[src/rtl/modn_updown_counter.sv]
// Modulo-N up/down counter with sync clear, clamped parallel load, carry-out and wrap pulse.
// Define MODN_CNT_ONESHOT_EN to build the one-shot (stop at terminal value) mode.
module modn_updown_counter #(
    parameter int N     = 10,
    parameter int WIDTH = 4
) (
    input  logic             clk_i,
    input  logic             rst_i,
    input  logic             clr_i,
    input  logic             en_i,
    input  logic             up_i,
    input  logic             load_i,
    input  logic [WIDTH-1:0] load_val_i,
    input  logic             oneshot_i,
    output logic [WIDTH-1:0] out_o,
    output logic             tc_o,
    output logic             wrap_o,
    output logic             load_err_o,
    output logic             done_o
);

    generate
        if (N < 2 || N > (2 ** WIDTH)) begin : g_bad_modulus
            $error("modn_updown_counter: N=%0d outside legal range 2..2**WIDTH", N);
        end
    endgenerate

    localparam logic [WIDTH-1:0] MAX_VAL = WIDTH'(N - 1);

    logic [WIDTH-1:0] out_q, out_d;
    logic             wrap_q, wrap_d;
    logic             load_err_q, load_err_d;
    logic             done_q, done_d;
    logic             stop_at_tc;

`ifdef MODN_CNT_ONESHOT_EN
    assign stop_at_tc = oneshot_i;
`else
    logic unused_oneshot;
    assign unused_oneshot = oneshot_i;
    assign stop_at_tc     = 1'b0;
`endif

    always_comb begin
        out_d      = out_q;
        wrap_d     = 1'b0;
        load_err_d = 1'b0;
        done_d     = done_q;
        if (clr_i) begin
            out_d  = '0;
            done_d = 1'b0;
        end else if (load_i) begin
            done_d = 1'b0;
            if (load_val_i > MAX_VAL) begin
                out_d      = MAX_VAL;
                load_err_d = 1'b1;
            end else begin
                out_d = load_val_i;
            end
        end else if (en_i && !done_q) begin
            // A corrupted (out of range) count recovers to 0 silently.
            if (out_q > MAX_VAL) begin
                out_d = '0;
            end else if (up_i) begin
                if (out_q == MAX_VAL) begin
                    if (stop_at_tc) begin
                        done_d = 1'b1;
                    end else begin
                        out_d  = '0;
                        wrap_d = 1'b1;
                    end
                end else begin
                    out_d = out_q + 1'b1;
                end
            end else begin
                if (out_q == '0) begin
                    if (stop_at_tc) begin
                        done_d = 1'b1;
                    end else begin
                        out_d  = MAX_VAL;
                        wrap_d = 1'b1;
                    end
                end else begin
                    out_d = out_q - 1'b1;
                end
            end
        end
    end

    always_ff @(posedge clk_i or posedge rst_i) begin
        if (rst_i) begin
            out_q      <= '0;
            wrap_q     <= 1'b0;
            load_err_q <= 1'b0;
        end else begin
            out_q      <= out_d;
            wrap_q     <= wrap_d;
            load_err_q <= load_err_d;
        end
    end

`ifdef MODN_CNT_ONESHOT_EN
    always_ff @(posedge clk_i or posedge rst_i) begin
        if (rst_i) begin
            done_q <= 1'b0;
        end else begin
            done_q <= done_d;
        end
    end
`else
    logic unused_done_d;
    assign unused_done_d = done_d;
    assign done_q        = 1'b0;
`endif

    assign out_o      = out_q;
    assign wrap_o     = wrap_q;
    assign load_err_o = load_err_q;
    assign done_o     = done_q;
    assign tc_o       = en_i & ~done_q & (up_i ? (out_q == MAX_VAL) : (out_q == '0));

endmodule

[config.mk]
export PLATFORM = sky130hd
export DESIGN_NAME = modn_updown_counter
export DESIGN_NICKNAME = d
export VERILOG_FILES = /design/src/rtl/modn_updown_counter.sv
export SDC_FILE = /design/constraint.sdc
export NUM_CORES = 1
export LEC_CHECK = 0
export ABC_AREA = 1
export CAP_MARGIN = 20
export CORE_AREA = 2 2 39 41
export DETAILED_ROUTE_END_ITERATION = 8
export DIE_AREA = 0 0 41 43
export HOLD_SLACK_MARGIN = 0.12
export PLACE_DENSITY_LB_ADDON = 0.25
export SLEW_MARGIN = 25
export SYNTH_ARGS = -nofsm -noshare
export SYNTH_HDL_FRONTEND = slang
export SYNTH_SLANG_ARGS = --single-unit
[constraint.sdc]
create_clock -name clk_i -period 1.85 [get_ports clk_i]
set_input_delay 0.2775 -clock clk_i [delete_from_list [all_inputs] [get_ports clk_i]]
set_output_delay 0.2775 -clock clk_i [all_outputs]
set_load 0.01 [all_outputs]
==> results of run 1 <==
## how the worst max path moves through the flow
stage | start | end | slack, ns
detailed placement | up_i | tc_o | -0.03
global placement | up_i | tc_o | -0.02
floorplan | out_o[1] | tc_o | 0.62
CTS | out_o[1] | tc_o | 0.16
finish | out_o[1] | tc_o | 0.17
global route | out_o[1] | tc_o | 0.07
## flip-flops by register name, indices dropped and copies added, names as in the netlist
register and cells:
out_o 4, load_err_o 1, wrap_o 1
## critical path, delay by kind of cell (launching register included)
family | cells | cell delay, ns
AND/OR/NAND/NOR | 4 | 0.40
buffers and inverters | 2 | 0.31
flip-flops | 1 | 0.45
## cells in the final DEF (no fill, tap or decap)
cell type,count
nand2_1,34
clkdlybuf4s50_1,15
inv_1,13
nand3_1,10
buf_4,6
nor2_1,5
dfrtp_2,4
clkbuf_4,3
nor2_2,2
inv_2,2
a21oi_1,2
o21ai_0,2
nor3_1,2
dfrtp_1,2
nand4_1,1
nor2_4,1
conb_1,1
dlygate4sd2_1,1
## metal layers
metal  global-route usage (%)  vias up  wire length, um
li1                         -      297                -
met2                     25.3       18              525
met4                     6.00        0                0
met1                     19.0      246              475
met3                     6.28        0               57
met5                        0        -                0
## power groups by stage
| stage | Clock [uW] | Combinational [uW] | Sequential (uW) |
|---|---|---|---|
| floorplan | 0 | 73.4 | 162 |
| global placement | 0 | 146 | 160 |
| detailed placement | 0 | 147 | 160 |
| CTS | 122 | 153 | 162 |
| global route | 133 | 174 | 164 |
| finish | 116 | 153 | 163 |
## metrics by stage
step           utilization, %  setup TNS (ns)
5_1_grt                  51.9               0
6_report                 51.9               0
2_1_floorplan               -               0
3_3_place_gp             48.7         -0.0164
4_1_cts                  51.9               0
3_5_place_dp             48.7         -0.0297
## synthesized netlist by cell type
cell,instances
o21ai_0,2
nand2_1,34
conb_1,1
a21oi_1,2
inv_1,13
dfrtp_1,6
inv_2,2
nor2_2,1
nor3_1,2
nor2_1,7
nand4_1,1
nand3_1,10
buf_4,1
## kinds of logic (layout without fill, tap and decap cells)
logic type,count (synthesis),in the layout,synth area share [%]
DFF,6,6,32.3
other,1,1,0.808
buffers and inverters,16,40,13.7
and+or+nand+nor,55,55,48.8
AOI/OAI and AO/OA,4,4,4.31
## cell type report
| type | count | share of cell area, % |
|---|---|---|
| Clock buffer | 3 | 3.14 |
| Inverter | 15 | 7.84 |
| Multi-Input combinational cell | 60 | 36.2 |
| Sequential cell | 6 | 21.6 |
| Tap cell | 16 | 2.79 |
| Timing Repair Buffer | 22 | 28.4 |
## what timing repair did
item | 4_1_cts | 5_1_grt
setup endpoints to repair | 1 | 0
gates resized for setup | 8 | 0
buffers inserted | 1 | 0
==> results.toml, run 1 <==
[die]
initial_core_util_pct = 33.5
dieArea_um2 = 1760
ioPinCount = 19
core_area_um2 = 1380
die_h_um = 43
rows = 14
die_w_um = 41

[timing]
max_freq_mhz = 594
finalCritPeriodShare_pct = 91.0
setup_viol = 0
min_period_ns = 1.68
skew_ns = 0.00710
holdWs_ns = 0.240
hold_viol = 0
setup_ws_ns = 0.167
rsz0062_at_grt = "no"
final-max-slew-violation-count = 0

[setup_path]
cp.required_ns = 1.57
critPathKind = "flip-flop to output port"
slowest_delay_ns = 0.45
arrival_ns = 1.41
r2r_end = "wrap_o"
endpoint_kind = "output port"
path_cells = "nor2_2, nand2_1, nand2_1, nand3_1, inv_1, dlygate4sd2_1"
cpMostUsedCell = "nand2_1"
regToRegStartpoint = "out_o[1]"
start_kind = "flip-flop"
worstRegToRegCells = 6
rrSetupSlack_ns = 0.59
critPathMaxFanout = 5
slowest_stage = "dfrtp_2"

[placement]
gp_congestion = 0.783
dp_slack_ns = -0.0297
hpwlAfterDp_um = 862
place_area_um2 = 674
place_inst = 118
port_buffers = 16

[detailed_routing]
dr.pass1.iters = 4
drtIter0Drc = 14
postRouteAntennaNets = 0
postRouteWirelength_um = 1060
avgRoutedWirePerCell_um = 8.68
vias = 561
vias_per_cell = 4.60
drc = 0

[global_routing]
grt_start_max_net_pins = 9
grt_antenna_before_repair = 0
track_usage_pct = 16.2
first_global_vias = 504
grt_pass1_wl_um = 1900
grt_overflow = 0

[clocking]
clock_sinks = 6
root_buffer = "clkbuf_4"
worstSkewPairLatency_ns = 0.24
clkTransAtPathRegs_ns = 0.04
clock_path_buffers = 2
ctsHoldBuffers = 0
htree_levels = 1
cts_buffers = 3
cts_tree = "built"

[flow_run]
drv_cap = 0

[finish]
fillers = 148
seqCellArea_um2 = 155
diodes = 0
multi_input_area_um2 = 260
finalNetCount = 119
fin_cells = 122
final_cell_area_um2 = 718
area_growth_pct = 54.7
layout-drive-gt1-share_pct = 17.0

[logic_synthesis]
synth_warnings = 0
synth_area_leaders = "dfrtp_1 32%, nand2_1 27%, nand3_1 11%"
synth.largest_area_cell = "dfrtp_1"
synth_top_area_share_pct = 32.3
syn_avg_cell_area_um2 = 5.66
ys_ff_latch = 6
synthDistinctLibCells = 13
ys_seq_area_share_pct = 32.3
syn_inst = 82
synth_nets = 93
syn_area_um2 = 464

[pwr]
p_int_uw = 295
total_power_uw = 432
seq_power_share_pct = 37.7
p_comb_share_pct = 35.3
power_density_nw_per_um2 = 601
p_sw_uw = 137
clkPwrFrac_pct = 26.9
p_leak_uw = 0.000398
p_sw_share_pct = 31.7
ir_drop_uv = 536

[worst_hold_path]
hold_path.class = "input port to asynchronous set/reset pin"

[run_status]
status = "finished, final reports clean"
(Power assumes the default switching activity.)
==> run 2: changes to the inputs <==
--- a/config.mk
+++ b/config.mk
@@ -8,6 +8,7 @@
 export ABC_AREA = 1
 export CAP_MARGIN = 20
 export CORE_AREA = 2 2 39 41
+export CTS_CLUSTER_SIZE = 10
 export DETAILED_ROUTE_END_ITERATION = 8
 export DIE_AREA = 0 0 41 43
 export HOLD_SLACK_MARGIN = 0.12
==> results of run 2 <==
Same layout as run 1: the final DEF is identical, and so are final timing and power.
